File: config.mk
export PLATFORM = sky130hd
export DESIGN_NAME = muldiv_unit
export DESIGN_NICKNAME = d
export VERILOG_FILES = /design/src/rtl/muldiv_unit.sv
export SDC_FILE = /design/constraint.sdc
export NUM_CORES = 1
export LEC_CHECK = 0
export ABC_CLOCK_PERIOD_IN_PS = 10300
export CORE_MARGIN = 2
export CORE_UTILIZATION = 35
export DETAILED_ROUTE_END_ITERATION = 8
export PLACE_DENSITY_LB_ADDON = 0.3
export SLEW_MARGIN = 20
export SYNTH_ARGS = -nofsm -noshare
export SYNTH_HDL_FRONTEND = slang
export SYNTH_SLANG_ARGS = --single-unit
File: constraint.sdc
create_clock -name clock -period 10.3 [get_ports clock]
set_input_delay 1.03 -clock clock [delete_from_list [all_inputs] [get_ports clock]]
set_output_delay 1.03 -clock clock [all_outputs]
set_load 0.03 [all_outputs]
File: src/rtl/muldiv_unit.sv
// Iterative multiply/divide unit with HI/LO result registers (one bit per cycle).
// Divide datapath is present only when MULDIV_DIV_EN is defined; otherwise a divide request ends in err.
module muldiv_unit #(
    parameter int WIDTH = 32
) (
    input  logic             clock,
    input  logic             reset,
    input  logic             start,
    input  logic             div,
    input  logic             unsig,
    input  logic [WIDTH-1:0] a,
    input  logic [WIDTH-1:0] b,
    input  logic             hi_we,
    input  logic             lo_we,
    input  logic [WIDTH-1:0] wdata,
    output logic             busy,
    output logic             done,
    output logic             err,
    output logic [WIDTH-1:0] hi,
    output logic [WIDTH-1:0] lo
);

    // state | meaning
    // IDLE  | waiting for start, HI/LO direct writes accepted
    // CALC  | one shift-add / shift-subtract step per cycle, WIDTH cycles
    // FIX   | sign correction, HI/LO written
    // DONE  | one-cycle done (and err) pulse
    localparam logic [1:0] S_IDLE = 2'd0;
    localparam logic [1:0] S_CALC = 2'd1;
    localparam logic [1:0] S_FIX  = 2'd2;
    localparam logic [1:0] S_DONE = 2'd3;

    localparam int CW = $clog2(WIDTH + 1);
    localparam logic [CW-1:0] CNT_LOAD = CW'(WIDTH);

    logic [1:0]         state;
    logic [CW-1:0]      cnt;
    logic [2*WIDTH-1:0] acc;
    logic [2*WIDTH-1:0] acc_step;
    logic [2*WIDTH-1:0] acc_neg;
    logic [WIDTH-1:0]   op_m;
    logic               neg_res;
    logic               err_r;
    logic               a_neg;
    logic               b_neg;
    logic [WIDTH-1:0]   mag_a;
    logic [WIDTH-1:0]   mag_b;
    logic               div_sel;
    logic               start_err;
    logic [WIDTH:0]     mul_sum;
    logic [2*WIDTH-1:0] mul_next;
    logic [WIDTH-1:0]   fix_hi;
    logic [WIDTH-1:0]   fix_lo;

    assign a_neg = ~unsig & a[WIDTH-1];
    assign b_neg = ~unsig & b[WIDTH-1];
    assign mag_a = a_neg ? -a : a;
    assign mag_b = b_neg ? -b : b;

    // acc holds {partial product, multiplier} for multiply and {remainder, quotient} for divide
    assign mul_sum  = {1'b0, acc[2*WIDTH-1:WIDTH]} + {1'b0, op_m};
    assign mul_next = acc[0] ? {mul_sum, acc[WIDTH-1:1]} : {1'b0, acc[2*WIDTH-1:1]};
    assign acc_neg  = -acc;

`ifdef MULDIV_DIV_EN
    logic               op_div;
    logic               neg_rem;
    logic [WIDTH:0]     div_trial;
    logic [2*WIDTH-1:0] div_next;

    assign div_sel   = div;
    assign start_err = div & (b == '0);
    assign div_trial = acc[2*WIDTH-1:WIDTH-1] - {1'b0, op_m};
    assign div_next  = div_trial[WIDTH] ? {acc[2*WIDTH-2:0], 1'b0}
                                        : {div_trial[WIDTH-1:0], acc[WIDTH-2:0], 1'b1};
`else
    assign div_sel   = 1'b0;
    assign start_err = div;
`endif

    always_comb begin
        acc_step = mul_next;
        fix_hi   = neg_res ? acc_neg[2*WIDTH-1:WIDTH] : acc[2*WIDTH-1:WIDTH];
        fix_lo   = neg_res ? acc_neg[WIDTH-1:0] : acc[WIDTH-1:0];
`ifdef MULDIV_DIV_EN
        if (op_div) begin
            acc_step = div_next;
            fix_lo   = neg_res ? -acc[WIDTH-1:0] : acc[WIDTH-1:0];
            fix_hi   = neg_rem ? -acc[2*WIDTH-1:WIDTH] : acc[2*WIDTH-1:WIDTH];
        end
`endif
    end

    always_ff @(posedge clock or negedge reset) begin
        if (!reset) begin
            state   <= S_IDLE;
            cnt     <= '0;
            acc     <= '0;
            op_m    <= '0;
            neg_res <= 1'b0;
            err_r   <= 1'b0;
            hi      <= '0;
            lo      <= '0;
`ifdef MULDIV_DIV_EN
            op_div  <= 1'b0;
            neg_rem <= 1'b0;
`endif
        end else begin
            case (state)
                S_IDLE: begin
                    if (start) begin
                        cnt     <= CNT_LOAD;
                        err_r   <= start_err;
                        neg_res <= a_neg ^ b_neg;
                        op_m    <= div_sel ? mag_b : mag_a;
                        acc     <= {{WIDTH{1'b0}}, (div_sel ? mag_a : mag_b)};
`ifdef MULDIV_DIV_EN
                        op_div  <= div;
                        neg_rem <= a_neg;
`endif
                        state   <= start_err ? S_DONE : S_CALC;
                    end else begin
                        err_r <= 1'b0;
                        if (hi_we) hi <= wdata;
                        if (lo_we) lo <= wdata;
                    end
                end
                S_CALC: begin
                    acc <= acc_step;
                    cnt <= cnt - 1'b1;
                    if (cnt == CW'(1)) state <= S_FIX;
                end
                S_FIX: begin
                    hi    <= fix_hi;
                    lo    <= fix_lo;
                    state <= S_DONE;
                end
                default: state <= S_IDLE;
            endcase
        end
    end

    assign busy = (state == S_CALC) || (state == S_FIX);
    assign done = (state == S_DONE);
    assign err  = done & err_r;

endmodule

==> results by group, run 1 <==
Placed design
  • IO Port Bufs: 169
  • DP HPWL: 26,440 um
  • Final RePlAce weighted congestion: 0.8798
  • Post-place setup slack: 6.209 ns

Final layout
  • Reg area: 0.004255 mm2
  • Fillers: 3,037
  • Util after Layout: 43.71%
  • Multi-input logic area: 0.006549 mm2
  • Layout Nets: 1,551
  • Diode count: 0
  • Layout cells sized above 1: 4.369%
  • Layout area overhead: 23.58%

Run status
  • Outcome: completed

CTS
  • CTS sink count: 170
  • Clock Latency Late Sink: 0.44 ns
  • Clk pin slew, worst setup/hold paths: 0.08 ns
  • Htree depth: 4
  • TritonCTS Buffers: 17
  • Setup Fix Bufs, Post-CTS: 0
  • Post-CTS resize count: 0
  • CTS max path bufs: 2
  • CTS Root Cell: clkbuf_16
  • CTS tree: built
  • Hold-fix buffers at CTS: 0

Logic synthesis
  • Syn nets: 1,425
  • Synth Cell Area: 0.01113 mm2
  • Distinct cell type count after synthesis: 60
  • Yosys Warn Count: 0
  • Register bit total from synthesis: 170
  • Mean Syn Cell Area: 8.698 um2
  • Cells after Synth: 1,280
  • Asr flop ratio synth: 100.0%
  • Seq/Total Area, Yosys: 38.21%
  • Post-synth top flop: dfrtp_1
  • Yosys top cell area share: 38.21%
  • Ranking of synthesized cells by area: dfrtp_1, o21ai_0, xor2_1, ha_1, nand2_1
  • Post-synth EDFFs: 0
  • Area leader, netlist: dfrtp_1

Route
  • DRC: 0
  • Pre-antenna DRT Iters: 5
  • Routed Antenna Nets: 0
  • Mean number of vias per cell: 5.536
  • Wire length per cell: 18.75 um
  • Starting DRT DRC Count: 895
  • Vias: 10,080
  • Drt total wl: 34,150 um

Power
  • Seq pwr share: 30.7%
  • Switching part of the total power: 49.07%
  • Switch Pwr: 2.249 mW
  • Cell Int Power: 2.334 mW
  • Clock power frac: 14.2%
  • Pwr/cell area: 333.1 mW/mm2
  • Leak pwr: 5.648 nW
  • Combinational Power Share: 55.0%
  • Worst vdd ir: 180.6 uV
  • Overall Power: 4.583 mW

Floorplanning
  • IO Pins: 170
  • Initial Util: 35.37%
  • Die Y: 182.4 um
  • Cell Rows: 65
  • Die width: 182.4 um
  • Core ar.: 0.03147 mm2
  • Die area: 0.03325 mm2

STA
  • Fmax achieved: 254.3 MHz
  • Slew Viols, Final: 0
  • Crit path time final: 3.933 ns
  • Setup violations, final: 0
  • Final hold viol count: 0
  • Worst setup margin: 6.367 ns
  • Worst slew pin tran: 1.140 ns
  • Relative slew margins: 23.75%
  • Setup Skew: 0.01721 ns
  • Final TNS setup: 0 ns
  • Final hold slack: 0.4809 ns
  • RSZ-0062 raised after global routing: false
  • Crit share post-route: 38.18%

Setup path
  • CP arrival: 4.26 ns
  • WP data required: 10.63 ns
  • Critical path class: register to register
  • Most numerous cell on the critical path: or4_4
  • Slowest cell delay on critical path: 0.62 ns
  • Worst-path cell chain: or4_1 > or3_1 > or4_4 > or3_4 > or4_4 > nand2b_4 > o41ai_1 > xor2_1 > a221oi_1
  • Peak fanout along the critical path: 15
  • Crit. End Element: register
  • CP top delay family: simple AND/OR/NAND/NOR gates
  • Critical path buffers and inverters: 0
  • Slowest-stage cell, CP: or4_1
  • CP startpoint kind: register

Global route
  • Grt ovf: 0
  • Global Route Usage Sum: 20.39%
  • First-pass GRT wire length: 53,400 um
  • Initial antenna violation count: 0
  • Vias in the first global route: 9,502
  • Largest net degree at the start of global routing: 92

Hold path
  • Worst min-delay path category: register to register

Run
  • Maxcap violations: 0
[final cells by class]
cell class	instances	share of cell area (%)
multi-input cells	1015	47.60
flip-flops and latches	170	30.93
repair buffers	177	12.74
well taps	402	3.656
clock buffers	17	3.092
clock inverters	15	1.300
inverters	25	0.6821
[final timing paths]
path / from / endpoint / slack [ns] / cells past startpoint
max: acc[0] / hi[25] / 6.37 / 9
min: lo[16] / lo[16] / 0.48 / 1
max reg2reg: acc[0] / hi[25] / 6.37 / 9
min reg2reg: lo[16] / lo[16] / 0.48 / 1
max in group asynchronous: reset / neg_res / 7.79 / 3
min in group asynchronous: reset / hi[9] / 0.53 / 1
[power groups by stage]
stage | logic, mW | registers (mW) | clock network, mW
4_1_cts | 2.51 | 1.40 | 0.657
6_report | 2.52 | 1.41 | 0.652
2_1_floorplan | 1.57 | 1.47 | 0
5_1_grt | 2.79 | 1.45 | 0.685
3_3_place_gp | 2.46 | 1.40 | 0
3_5_place_dp | 2.50 | 1.41 | 0
[state kept, by name, indices dropped and copies added, names as in the netlist]
signal	flops
lo	32
state	2
err_r	1
acc	64
cnt	6
op_m	32
hi	32
neg_res	1
[synth_stat cells (10+ instances only)]
library cell,n
o31ai_1,38
xor2_1,96
nand2_1,134
ha_1,41
o22ai_1,13
o21ai_0,168
xnor2_1,52
a21o_1,38
or3_1,17
nor3_1,23
o41ai_1,11
a21oi_1,67
nor2_1,99
a211oi_1,27
clkbuf_1,66
dfrtp_1,170
nor2b_1,10
a221oi_1,17
or4_1,20
a22oi_1,37
nand2b_1,12
inv_1,25
[layout by cell type, fill, tap and decap left out, types with 12 or more instances in the layout]
cell,synthesis,final
dfrtp_1,170,169
o21ai_0,168,168
clkdlybuf4s50_1,0,168
nand2_1,134,133
nor2_1,99,99
xor2_1,96,96
a21oi_1,67,65
xnor2_1,52,52
ha_1,41,40
o31ai_1,38,38
a21o_1,38,38
a22oi_1,37,37
a211oi_1,27,27
inv_1,25,25
nor3_1,23,23
or4_1,20,20
a221oi_1,17,17
or3_1,17,17
clkbuf_16,0,17
o22ai_1,13,13
nand2b_1,12,12
[worst reg2reg max path, cell delays in order (launching register included)]
cell	delay (ns)
dfrtp_1	0.58
or4_1	0.63
or3_1	0.42
or4_4	0.47
or3_4	0.37
or4_4	0.47
nand2b_4	0.20
o41ai_1	0.33
xor2_1	0.11
a221oi_1	0.26
[kinds of logic (layout without fill, tap and decap cells)]
family | count (synthesis) | after routing | share of synthesized area, %
fa+ha+maj | 42 | 42 | 4.788
flops | 170 | 170 | 38.21
compound gates | 457 | 457 | 26.03
xor+xnor | 148 | 148 | 11.64
mux | 8 | 8 | 0.7305
buf+inv | 95 | 234 | 3.270
simple gates | 360 | 360 | 15.33
[stage by stage]
step	std cells	area, um2
final	1821	13760
after global routing	1821	13760
after CTS	1821	13760
after detailed placement	1789	13150
after global placement	1789	13150
after floorplan	1280	11130
[routing by layer]
metal,vias to the layer above,part of all wire (%),global-route usage (%)
met5,-,0,0
met2,343,42,30.27
met4,0,2.0,5.839
met3,32,6.3,3.053
met1,4774,50,30.63
li1,4932,-,-
Power figures use the tool's default switching activity.
==> run 2, diff against run 1 <==
- ABC_CLOCK_PERIOD_IN_PS: 10300 -> 3400
- clock period: 10.3 -> 3.4 ns (I/O delays scaled with it)
==> run 2 against run 1 <==
Net effect:
- the run now ends with hold timing, setup timing left
- highest routed layer is now met5
- wire length rose by 4.0%
- setup slack got worse by 6.6 ns
- die area unchanged
- cell area rose by 5.2%
- utilization is 2.3 points higher
- sequential power increased to 2.8 times the previous value
- largest cell class unchanged
- clock skew is 0.0059 ns lower
==> results by group, run 2 (same netlist as run 1, synthesis figures left out) <==
Final layout
  • Util after Layout: 46.00%
  • Diode count: 0
  • Layout Nets: 1,630
  • Layout area overhead: 30.04%
  • Top reg by flops: acc
  • Commonest cells after routing, fill and taps aside: dfrtp_1, clkdlybuf4s50_1, o21ai_0, nand2_1, nor2_1
  • Layout cells sized above 1: 10.35%
  • Max reg flops: 64
  • Commonest non-fill, non-tap cell in the layout: dfrtp_1

CTS
  • Htree depth: 4
  • TritonCTS Buffers: 17
  • CTS max path bufs: 2
  • CTS tree: built
  • Hold-fix buffers at CTS: 0
  • CTS sink count: 170
  • Clock Latency Late Sink: 0.44 ns
  • CTS Root Cell: clkbuf_16
  • Clk pin slew, worst setup/hold paths: 0.07 ns

Route
  • Drt total wl: 35,500 um
  • Starting DRT DRC Count: 744
  • Pre-antenna DRT Iters: 5
  • Wire length per cell: 18.68 um
  • Routed Antenna Nets: 0
  • DRC: 0
  • Vias: 10,380
  • Mean number of vias per cell: 5.463

Power
  • Overall Power: 14.56 mW
  • Switch Pwr: 6.964 mW
  • Cell Int Power: 7.598 mW
  • Leak pwr: 6.058 nW
  • Pwr/cell area: 1006 mW/mm2
  • Seq pwr share: 26.8%
  • Worst vdd ir: 456.0 uV
  • Switching part of the total power: 47.82%
  • Clock power frac: 13.4%
  • Combinational Power Share: 59.8%

Floorplanning
  • Initial Util: 35.37%
  • Die Y: 182.4 um
  • IO Pins: 170
  • Core ar.: 0.03147 mm2
  • Die width: 182.4 um
  • Cell Rows: 65
  • Die area: 0.03325 mm2

STA
  • Final hold viol count: 12
  • Worst setup margin: -0.2720 ns
  • Fmax achieved: 272.3 MHz
  • Relative slew margins: 25.37%
  • Setup violations, final: 9
  • Worst slew pin tran: 1.115 ns
  • RSZ-0062 raised after global routing: true
  • Setup Skew: 0.01131 ns
  • Crit share post-route: 108.0%
  • Slew Viols, Final: 0
  • Final TNS setup: -1.685 ns
  • Crit path time final: 3.672 ns
  • Final hold slack: -0.01914 ns

Run status
  • Violated checks: hold timing, setup timing
  • Outcome: finished with violations

Setup path
  • Peak fanout along the critical path: 5
  • WP data required: 3.73 ns
  • Reg2reg start: acc[15]
  • Critical path class: register to register
  • Crit. End Element: register
  • CP startpoint kind: register
  • CP startpoint: acc[15]
  • CP arrival: 4.01 ns

Global route
  • Global Route Usage Sum: 21.32%
  • Grt ovf: 0
  • Largest net degree at the start of global routing: 91
  • Vias in the first global route: 9,964
  • First-pass GRT wire length: 55,890 um
  • Initial antenna violation count: 2

Placed design
  • IO Port Bufs: 169
  • DP HPWL: 27,710 um
  • Final RePlAce weighted congestion: 0.8987

Hold path
  • Worst min-delay path category: input port to asynchronous set/reset pin

Run
  • Maxcap violations: 0
==> run 2: cell count changes in the layout (fill, tap and decap cells not counted), sizes merged <==
cell / delta
clkinv: -3
bufinv: +1
clkbuf: +2
inv: -1
clkinvlp: +1
buf: +79
==> run 2: worst max-delay path, cell delays in order (launching register included) <==
cell	delay, ns
dfrtp_1	0.39
or4_4	0.54
or4_4	0.43
or4_4	0.54
or3_4	0.34
or4_4	0.46
buf_4	0.17
o41ai_4	0.23
xor2_1	0.19
a211oi_1	0.09
a21o_1	0.20
==> run 2: path summary, 6_finish.rpt <==
| kind | to | slack [ns] | cells past startpoint |
|---|---|---|---|
| max | hi[13] | -0.27 | 10 |
| min | hi[27] | -0.02 | 1 |
| max reg2reg | hi[13] | -0.27 | 10 |
| min reg2reg | lo[8] | 0.48 | 1 |
| max in group asynchronous | lo[2] | 2.68 | 2 |
| min in group clock | lo[8] | 0.48 | 1 |
==> run 2: metal layers <==
layer | wire, um | track usage, % | vias up
li1 | - | - | 5080
met1 | 17130 | 30.99 | 4880
met2 | 15050 | 31.66 | 364
met3 | 2431 | 4.091 | 51
met4 | 872 | 7.258 | 4
met5 | 24 | 0 | -
==> run 2: what timing repair did <==
| action | in CTS | in global routing |
|---|---|---|
| cloned | 0 | 0 |
| endpoints found under the hold margin | 0 | 0 |
| setup buffers | 2 | 3 |
| endpoints found under the setup margin | 9 | 21 |
| gates resized for setup | 4 | 14 |
| pin swaps | 6 | 6 |
==> run 2: final cells by class <==
class	instances	area, um2
fill	2986	17000
multi-input combinational	1015	6678
sequential	170	4255
timing repair buffer	256	2371
tap	402	503.0
clock buffer	19	442.9
clock inverter	13	133.9
inverter	25	93.84
==> run 2: through the flow <==
step / worst slack, ns / instances / area (um2) / hold slack (ns)
6_report: -0.2720 / 1900 / 14480 / -0.01914
5_1_grt: -0.3600 / 1900 / 14480 / 0.04048
3_5_place_dp: -0.2711 / 1863 / 13760 / 0.4663
4_1_cts: -0.2644 / 1897 / 14380 / 0.009485
2_1_floorplan: -0.2411 / 1280 / 11170 / 0.04441
3_3_place_gp: -0.1818 / 1863 / 13760 / 0.4626
==> run 2: power by group through the flow <==
stage                     logic, mW  registers [mW]  clock network, mW
after floorplan                4.79            4.47                  0
after global placement         8.38            3.88                  0
after detailed placement       8.50            3.91                  0
after CTS                      8.57            3.88               1.97
after global routing           9.54            4.02               2.06
final                          8.71            3.90               1.95
==> run 3, diff against run 2 <==
- ABC_CLOCK_PERIOD_IN_PS: 3400 -> 3300
- REMOVE_ABC_BUFFERS: default -> 1
- clock period: 3.4 -> 3.3 ns (I/O delays scaled with it)
==> run 3 against run 2 <==
Net effect:
- the flow finishes with violations (setup timing)
- critical path type unchanged
- wire length grew 1.8%
- first-iteration DRC count rose by 11%
- largest power group unchanged
- largest cell class unchanged
- hold slack gained 0.41 ns
- cell area grew 1.5%
- final cell count rose by 1.1%
- flip-flop and latch count unchanged
- power grew 5.4%
- critical endpoint is now hi[31]
- clock-buffer cell count rose by 2
- critical path depth is 1 lower
- utilization is 0.69 points higher
- die area is the same
==> results by group, run 3 (same netlist as run 1, synthesis figures left out) <==
Setup path
  • Crit. End Element: register
  • Critical path class: register to register
  • CP startpoint kind: register
  • R2R Setup Slk: -0.29 ns
  • WP data required: 3.62 ns
  • Reg-to-Reg End: hi[31]
  • FF-to-FF path depth: 9
  • CP arrival: 3.91 ns
  • Worst Setup EP: hi[31]
  • CP startpoint: acc[21]
  • Reg2reg start: acc[21]
  • Peak fanout along the critical path: 6

Placed design
  • Final RePlAce weighted congestion: 0.9273
  • Post-place setup slack: -0.3335 ns
  • IO Port Bufs: 169
  • Placed Cells incl. Taps: 1,885
  • Placed inst area: 0.01388 mm2
  • DP HPWL: 27,710 um

Final layout
  • Layout Nets: 1,651
  • Final Cell Area: 0.01470 mm2
  • Layout area overhead: 32.00%
  • Multi-input logic area: 0.006695 mm2
  • Commonest non-fill, non-tap cell in the layout: dfrtp_1
  • Commonest cells after routing, fill and taps aside: dfrtp_1, clkdlybuf4s50_1, o21ai_0, nand2_1, buf_4
  • Top reg by flops: acc
  • Non-Filler Instances: 1,920
  • Fillers: 3,036
  • Reg area: 0.004254 mm2
  • Max reg flops: 64
  • Diode count: 0
  • Util after Layout: 46.69%
  • Layout cells sized above 1: 11.53%

Route
  • Drt total wl: 36,130 um
  • Wire length per cell: 18.82 um
  • DRC: 0
  • Routed Antenna Nets: 0
  • Vias: 10,580
  • Mean number of vias per cell: 5.513
  • Starting DRT DRC Count: 829
  • Pre-antenna DRT Iters: 7

STA
  • Worst setup margin: -0.2885 ns
  • Final hold slack: 0.3930 ns
  • Relative slew margins: 23.84%
  • Slew Viols, Final: 0
  • Final hold viol count: 0
  • Fmax achieved: 278.7 MHz
  • Worst slew pin tran: 1.138 ns
  • Setup violations, final: 10
  • RSZ-0062 raised after global routing: true
  • Setup Skew: 0.009424 ns
  • Crit share post-route: 108.7%
  • Crit path time final: 3.588 ns
  • Final TNS setup: -2.329 ns

Global route
  • Largest net degree at the start of global routing: 91
  • Vias in the first global route: 10,330
  • GR Util met1: 30.01%
  • Global Route Usage Sum: 21.77%
  • First-pass GRT wire length: 57,090 um
  • Grt ovf: 0
  • Grt met3 use: 3.512%
  • GRT met2 Usage: 34.43%
  • Initial antenna violation count: 1
  • Busiest grt layer: met2

CTS
  • CTS max path bufs: 2
  • CTS sink count: 170
  • TritonCTS Buffers: 17
  • CTS tree: built
  • CTS Root Cell: clkbuf_16
  • Clock Latency Late Sink: 0.44 ns
  • Clk pin slew, worst setup/hold paths: 0.07 ns
  • Htree depth: 4

Run
  • Maxcap violations: 0

Power
  • Cell Int Power: 8.158 mW
  • Combinational Power Share: 60.2%
  • Seq pwr share: 25.7%
  • Pwr/cell area: 1044 mW/mm2
  • Switch Pwr: 7.187 mW
  • Switching part of the total power: 46.84%
  • Clock power frac: 14.1%
  • Worst vdd ir: 527.4 uV
  • Overall Power: 15.34 mW
  • Leak pwr: 6.189 nW

Floorplanning
  • IO Pins: 170
  • Die area: 0.03325 mm2
  • Initial Util: 35.37%
  • Die width: 182.4 um
  • Cell Rows: 65
  • Core ar.: 0.03147 mm2
  • Die Y: 182.4 um

Hold path
  • Worst min-delay path category: input port to asynchronous set/reset pin

Run status
  • Outcome: finished with violations
  • Violated checks: setup timing
-- run 3: cell type report --
| type | count | share of cell area [%] |
|---|---|---|
| tap | 402 | 3.423 |
| clock buffer | 21 | 3.133 |
| clock inverter | 10 | 1.132 |
| inverter | 25 | 0.6386 |
| sequential | 170 | 28.95 |
| multi-input combinational | 1015 | 45.56 |
| timing repair buffer | 277 | 17.16 |
-- run 3: power groups by stage --
stage	Clock (mW)	Sequential (mW)	Combinational (mW)
after floorplan	0	4.68	4.70
after global placement	0	3.91	8.89
after detailed placement	0	3.94	9.01
after CTS	2.20	3.92	9.08
after global routing	2.28	4.06	10.1
final	2.17	3.94	9.24
-- run 3: layer usage --
metal | wire (um) | vias to the layer above
li1 | - | 5126
met5 | 8 | -
met1 | 16600 | 5052
met4 | 1003 | 2
met3 | 2162 | 53
met2 | 16350 | 351
-- run 3: worst min path at each step --
stage	to	cells after the start
3_5_place_dp	hi[22]	1
5_1_grt	hi[23]	2
3_3_place_gp	hi[22]	1
6_report	hi[23]	2
2_1_floorplan	acc[0]	0
4_1_cts	hi[22]	2
-- run 3: worst max-delay path, cell delays in order, from the launching register on --
cell      delay (ns)
dfrtp_1         0.38
or4_4           0.53
or4_4           0.43
or4_4           0.53
or3_4           0.34
or4_4           0.47
nand2b_4        0.21
o31ai_4         0.18
xnor2_1         0.09
a221o_1         0.31
-- run 3: what timing repair did --
action,4_1_cts,5_1_grt
hold endpoints to repair,45,0
resized for setup,7,20
pin swaps,1,5
setup endpoints to repair,13,24
buffers inserted,1,2
hold buffers,1,0
